==> src/rtl/obufds_tx_pkg.sv <==
// Shared definitions for the LVDS serialising transmitter: FSM encoding,
// counter sizing and the level that starts the training pattern.
package obufds_tx_pkg;

    typedef enum logic [1:0] {
        ST_IDLE  = 2'd0,
        ST_SHIFT = 2'd1,
        ST_TRAIN = 2'd2
    } tx_state_e;

    localparam logic TRAIN_START_LEVEL = 1'b1;

    // Bits needed to count 0..value-1; never less than one bit.
    function automatic int unsigned clog2(input int unsigned value);
        int unsigned width_v;
        width_v = 32'd1;
        for (int i = 1; i < 32; i++) begin
            if ((32'd1 << i) < value) begin
                width_v = 32'(i) + 32'd1;
            end else begin
                width_v = width_v;
            end
        end
        return width_v;
    endfunction

endpackage

==> src/rtl/obufds_tx_shift_reg.sv <==
// Load/shift register for the serialiser. load_bit is the first bit of the
// word on din; serial_bit is the next bit still waiting in the register.
module obufds_tx_shift_reg
    import obufds_tx_pkg::*;
#(
    parameter int DATA_WIDTH = 8,
    parameter bit LSB_FIRST  = 1'b1
) (
    input  logic                  clk,
    input  logic                  rst_n,
    input  logic                  load,
    input  logic                  shift,
    input  logic [DATA_WIDTH-1:0] din,
    output logic                  load_bit,
    output logic                  serial_bit
);

    logic [DATA_WIDTH-1:0] sr_r;

    // Select the head bit of the incoming word and of the stored remainder.
    always_comb begin
        load_bit   = 1'b0;
        serial_bit = 1'b0;
        if (LSB_FIRST) begin
            load_bit   = din[0];
            serial_bit = sr_r[0];
        end else begin
            load_bit   = din[DATA_WIDTH-1];
            serial_bit = sr_r[DATA_WIDTH-1];
        end
    end

    // The head bit goes straight to the output register, so only the rest is stored.
    always_ff @(posedge clk) begin
        if (!rst_n) begin
            sr_r <= '0;
        end else if (load) begin
            if (LSB_FIRST) begin
                sr_r <= {1'b0, din[DATA_WIDTH-1:1]};
            end else begin
                sr_r <= {din[DATA_WIDTH-2:0], 1'b0};
            end
        end else if (shift) begin
            if (LSB_FIRST) begin
                sr_r <= {1'b0, sr_r[DATA_WIDTH-1:1]};
            end else begin
                sr_r <= {sr_r[DATA_WIDTH-2:0], 1'b0};
            end
        end else begin
            sr_r <= sr_r;
        end
    end

endmodule

==> src/rtl/obufds_lvdsext_25_tx.sv <==
// Serialising LVDS transmitter: parallel words in through valid/ready, one bit
// per clock out on the complementary pair O/OB, plus a training toggle pattern.
module obufds_lvdsext_25_tx
    import obufds_tx_pkg::*;
#(
    parameter int   DATA_WIDTH = 8,
    parameter bit   LSB_FIRST  = 1'b1,
    parameter logic IDLE_LEVEL = 1'b0
) (
    input  logic                  CLK,
    input  logic                  RST_N,
    input  logic [DATA_WIDTH-1:0] DIN,
    input  logic                  DVALID,
    output logic                  DREADY,
    input  logic                  TRAIN,
    output logic                  O,
    output logic                  OB,
    output logic                  FRAME,
    output logic                  BUSY
);

    localparam int CNT_W = clog2(DATA_WIDTH);
    localparam logic [CNT_W-1:0] LAST_CNT = CNT_W'(DATA_WIDTH - 1);

    tx_state_e        state_r;
    logic [CNT_W-1:0] cnt_r;
    logic             o_r;
    logic             ob_r;
    logic             frame_r;
    logic             busy_r;

    logic dready_s;
    logic load_s;
    logic shift_s;
    logic load_bit_s;
    logic serial_bit_s;

    // Handshake and shift-register control decoded from the current state.
    always_comb begin
        dready_s = 1'b0;
        load_s   = 1'b0;
        shift_s  = 1'b0;
        if (!RST_N) begin
            dready_s = 1'b0;
        end else if (state_r == ST_IDLE) begin
            dready_s = 1'b1;
        end else if ((state_r == ST_SHIFT) && (cnt_r == LAST_CNT)) begin
            dready_s = 1'b1;
        end else if (state_r == ST_SHIFT) begin
            shift_s = 1'b1;
        end else begin
            dready_s = 1'b0;
        end
        load_s = dready_s & DVALID;
    end

    obufds_tx_shift_reg #(
        .DATA_WIDTH (DATA_WIDTH),
        .LSB_FIRST  (LSB_FIRST)
    ) u_shift_reg (
        .clk        (CLK),
        .rst_n      (RST_N),
        .load       (load_s),
        .shift      (shift_s),
        .din        (DIN),
        .load_bit   (load_bit_s),
        .serial_bit (serial_bit_s)
    );

    // Transmit FSM; O and OB are always written together so they never match.
    always_ff @(posedge CLK) begin
        if (!RST_N) begin
            state_r <= ST_IDLE;
            cnt_r   <= '0;
            o_r     <= IDLE_LEVEL;
            ob_r    <= ~IDLE_LEVEL;
            frame_r <= 1'b0;
            busy_r  <= 1'b0;
        end else begin
            case (state_r)
                ST_IDLE: begin
                    cnt_r <= '0;
                    if (load_s) begin
                        state_r <= ST_SHIFT;
                        o_r     <= load_bit_s;
                        ob_r    <= ~load_bit_s;
                        frame_r <= 1'b1;
                        busy_r  <= 1'b1;
                    end else if (TRAIN) begin
                        state_r <= ST_TRAIN;
                        o_r     <= TRAIN_START_LEVEL;
                        ob_r    <= ~TRAIN_START_LEVEL;
                        frame_r <= 1'b0;
                        busy_r  <= 1'b1;
                    end else begin
                        state_r <= ST_IDLE;
                        o_r     <= IDLE_LEVEL;
                        ob_r    <= ~IDLE_LEVEL;
                        frame_r <= 1'b0;
                        busy_r  <= 1'b0;
                    end
                end
                ST_SHIFT: begin
                    if (cnt_r != LAST_CNT) begin
                        cnt_r   <= cnt_r + {{(CNT_W-1){1'b0}}, 1'b1};
                        o_r     <= serial_bit_s;
                        ob_r    <= ~serial_bit_s;
                        frame_r <= 1'b0;
                        busy_r  <= 1'b1;
                    end else if (load_s) begin
                        // Back-to-back word: first bit follows the last with no gap.
                        cnt_r   <= '0;
                        o_r     <= load_bit_s;
                        ob_r    <= ~load_bit_s;
                        frame_r <= 1'b1;
                        busy_r  <= 1'b1;
                    end else begin
                        state_r <= ST_IDLE;
                        cnt_r   <= '0;
                        o_r     <= IDLE_LEVEL;
                        ob_r    <= ~IDLE_LEVEL;
                        frame_r <= 1'b0;
                        busy_r  <= 1'b0;
                    end
                end
                ST_TRAIN: begin
                    cnt_r   <= '0;
                    frame_r <= 1'b0;
                    if (TRAIN) begin
                        o_r    <= ~o_r;
                        ob_r   <= o_r;
                        busy_r <= 1'b1;
                    end else begin
                        state_r <= ST_IDLE;
                        o_r     <= IDLE_LEVEL;
                        ob_r    <= ~IDLE_LEVEL;
                        busy_r  <= 1'b0;
                    end
                end
                default: begin
                    state_r <= ST_IDLE;
                    cnt_r   <= '0;
                    o_r     <= IDLE_LEVEL;
                    ob_r    <= ~IDLE_LEVEL;
                    frame_r <= 1'b0;
                    busy_r  <= 1'b0;
                end
            endcase
        end
    end

    assign DREADY = dready_s;
    assign O      = o_r;
    assign OB     = ob_r;
    assign FRAME  = frame_r;
    assign BUSY   = busy_r;

endmodule
==> config.mk <==
export PLATFORM = sky130hd
export DESIGN_NAME = obufds_lvdsext_25_tx
export DESIGN_NICKNAME = d
export VERILOG_FILES = /design/src/rtl/obufds_tx_pkg.sv /design/src/rtl/obufds_tx_shift_reg.sv /design/src/rtl/obufds_lvdsext_25_tx.sv
export SDC_FILE = /design/constraint.sdc
export NUM_CORES = 1
export LEC_CHECK = 0
export ABC_CLOCK_PERIOD_IN_PS = 1700
export CAP_MARGIN = 5
export CORE_MARGIN = 1
export CORE_UTILIZATION = 30
export CTS_CLUSTER_SIZE = 40
export DETAILED_ROUTE_END_ITERATION = 10
export PLACE_DENSITY_LB_ADDON = 0.05
export SLEW_MARGIN = 20
export SYNTH_ARGS = -nofsm -noshare
export SYNTH_HDL_FRONTEND = slang
export SYNTH_SLANG_ARGS = --single-unit
==> constraint.sdc <==
create_clock -name CLK -period 1.7 [get_ports CLK]
set_clock_uncertainty 0.15 [all_clocks]
set_input_delay 0.51 -clock CLK [delete_from_list [all_inputs] [get_ports CLK]]
set_output_delay 0.51 -clock CLK [all_outputs]
set_load 0.01 [all_outputs]
==> flow_metrics.tcl <==
set metrics [dict create \
    fmax_mhz 502.3 \
    cts_max_level 1 \
    finalNetCount 124 \
    dpl-instance-area_um2 998.5 \
    grt_first_pass_wirelength_um 2622 \
    grt_pass1_vias 633 \
    ios 17 \
    n_fill_cell 231 \
    rr_worst_depth 8 \
    post-place-ws_ns -0.6973 \
    largest_net_degree_at_the_start_of_global_routing 15 \
    place.detailed.hpwl_um 1133 \
    tritoncts_clock_tree "yes" \
    floorplan.rows 17 \
    power.share.combinational_pct 23.3 \
    die_height_um 50.72 \
    gp_congestion 0.7272 \
    diode_count 0 \
    clock_latency_at_the_later_pin_of_the_worst_skew_pair_ns 0.29 \
    static-leakage-power_uw 0.0004807 \
    rsz_0062_raised_after_global_routing "yes" \
    regToRegStartpoint "cnt_r[0]$_SDFF_PN0_" \
    register_to_register_path_setup_slack_ns 0.03 \
    drtIter0Drc 5 \
    rr_endpoint "u_shift_reg.sr_r[4]$_SDFFE_PN0P_" \
    number_of_nets_produced_by_synthesis 91 \
    start_kind "register" \
    drt_pre_antenna_iters 3 \
    cts.reportedPaths.clkPinSlew_ns 0.09 \
    setup_crit_path_kind "register to primary output" \
    placeable_core_region_um2 2233 \
    result_of_the_run "complete, but fails checks" \
    power.density_cell_area_nw_per_um2 771.8 \
    failing_checks "setup timing" \
    initial_utilization_pct 31.88 \
    critical_path.startpoint "cnt_r[0]$_SDFF_PN0_" \
    mappedNetlistArea_um2 711.9 \
    ant_nets 0 \
    synthDominantAreaCellType "sky130_fd_sc_hd__dfxtp_1" \
    hold_buffers 0 \
    p_sw_uw 229.1 \
    cap_viol_max_count 0 \
    endpoint_kind "primary output" \
    clk_path_buf_depth 2 \
    grt-ovfl-total 0 \
    p_seq_share_pct 47.7 \
    worst_hold_path_type "register to register" \
    avgRoutedWirePerCell_um 12.12 \
    seq_total_area_yosys_pct 44.99 \
    numCtsBuffers 3 \
    final_util_pct 51.04 \
    tightestPinTransition_ns 0.3687 \
    number_of_antenna_violations_at_the_first_check_in_global_routing 0 \
    finalWirelength_um 1661 \
    io_buffer_count 16 \
    p_total_uw 879.7 \
    finalMaxSlewViolations 0 \
    power.share.clock_pct 29.0 \
    start_point_of_the_worst_hold_path "cnt_r[0]$_SDFF_PN0_" \
    drc 0 \
    slew_headroom_pct 75.16 \
    syn-instance-count 77 \
    timing.final.ws_setup_ns -0.2909 \
    final_cell_mix "sky130_fd_sc_hd__dfxtp_1, sky130_fd_sc_hd__buf_4, sky130_fd_sc_hd__clkdlybuf4s50_1, sky130_fd_sc_hd__inv_1, sky130_fd_sc_hd__a31oi_1" \
    finalSetupViolations 1 \
    power_switching_share_pct 26.04 \
    layout_worst_path_cycle_share_pct 117.1 \
    peakVddDrop_v 0.0005805 \
    worst_setup_path_endpoint "DREADY" \
    critical_path_required_ns 1.04 \
    grt_util_all_layers_pct 13.92 \
    drive_gt1_share_pct 36.70 \
    die_w_um 50.72 \
    post-synth-top-area-fraction_pct 44.99 \
    synth_warnings 0 \
    yosysUniqueCellTypes 28 \
    clock-root-buffer "sky130_fd_sc_hd__clkbuf_4" \
    finalWorstPathRequiredPeriod_ns 1.991 \
    cts_num_sinks 16 \
    syn-mean-instance-area_um2 9.246 \
    detail_route.vias_per_cell 4.869 \
    critical_path_arrival_ns 1.33 \
    final_design_area_excluding_fillers_um2 1140 \
    worstPathMaxFanout 2 \
    ys_top_cells_by_area "sky130_fd_sc_hd__dfxtp_1, sky130_fd_sc_hd__o221a_2, sky130_fd_sc_hd__a31oi_1" \
    die_area_um2 2572 \
    synth_seq_cells 16 \
    timing_hold_violations_final 0 \
    internal_power_uw 650.6 \
    area_delta_synth_final_pct 60.10 \
    vias 667 \
]
timing repair:
action / in CTS / in global routing
setup endpoints to repair: 15 / 10
endpoints found under the hold margin: 0 / 0
gates resized for setup: 24 / 7
buffers inserted: 2 / 2
pin swaps: 10 / 3
worst min path at each step:
stage / end / slack, ns / cells after the start
global route: cnt_r[0]$_SDFF_PN0_ / 0.31 / 1
floorplan: cnt_r[0]$_SDFF_PN0_ / 0.25 / 1
global placement: cnt_r[0]$_SDFF_PN0_ / 0.27 / 1
finish: cnt_r[0]$_SDFF_PN0_ / 0.29 / 1
CTS: cnt_r[0]$_SDFF_PN0_ / 0.29 / 1
detailed placement: cnt_r[0]$_SDFF_PN0_ / 0.27 / 1
Yosys cell counts, drive strengths merged:
cell type and instances:
o21a 3, a21boi 1, and4b 1, nand2b 3, o221a 4, nor2b 4
nor2 9, a31oi 6, inv 6, a22o 1, nand2 1, a21oi 3
nand4b 1, ha 2, o21ai 3, and3 2, a22oi 1, and2b 1
nor3 1, clkbuf 1, nor4b 2, nand3 2, dfxtp 16, buf 3
worst max-delay path, cell delays in order (launching register included):
cell and delay, ns:
sky130_fd_sc_hd__dfxtp_2 0.34, sky130_fd_sc_hd__ha_4 0.16, sky130_fd_sc_hd__ha_4 0.15, sky130_fd_sc_hd__and2b_4 0.26, sky130_fd_sc_hd__nor2_4 0.04, sky130_fd_sc_hd__buf_6 0.11
per-stage QoR:
| stage | hold WS (ns) | TNS, ns | std cells |
|---|---|---|---|
| finish | 0.2874 | -0.2909 | 137 |
| global route | 0.3076 | -0.4582 | 137 |
| CTS | 0.2905 | -0.6084 | 138 |
| detailed placement | 0.2725 | -2.264 | 132 |
| global placement | 0.2658 | -2.205 | 132 |
| floorplan | 0.2550 | 0 | 77 |
area by class of cell:
cell class / instances / area (µm²) / share of cell area (%)
clock buffer: 4 / 36.28 / 3.183
inverter: 6 / 22.52 / 1.976
multi-input combinational: 51 / 439.2 / 38.53
sequential: 16 / 322.8 / 28.32
tap: 28 / 35.03 / 3.074
timing repair buffer: 32 / 284.0 / 24.92
power by group through the flow:
stage	registers (µW)	logic (µW)	clock network (µW)
floorplan	427	84.6	0
CTS	416	193	268
global route	424	224	283
global placement	423	181	0
detailed placement	423	181	0
finish	420	205	255
routing by layer:
| metal | global-route usage (%) | wire, µm | up-vias |
|---|---|---|---|
| met1 | 15.84 | 736 | 314 |
| met4 | 4.167 | 10 | 0 |
| met2 | 23.56 | 836 | 11 |
| met3 | 5.758 | 77 | 2 |
| li1 | - | - | 340 |
| met5 | 0 | 0 | - |
kinds of logic after synthesis:
kind of cell,after synthesis,synth area share (%)
flops,16,44.99
buf+inv,10,6.151
fa+ha+maj,2,3.514
simple gates,27,22.50
compound gates,22,22.85
registers in the layout (all words and copies together) (netlist names):
signal            flops
cnt_r                 3
O                     1
FRAME                 1
BUSY                  1
OB                    1
u_shift_reg.sr_r      7
state_r               2
(Power assumes the default switching activity.)
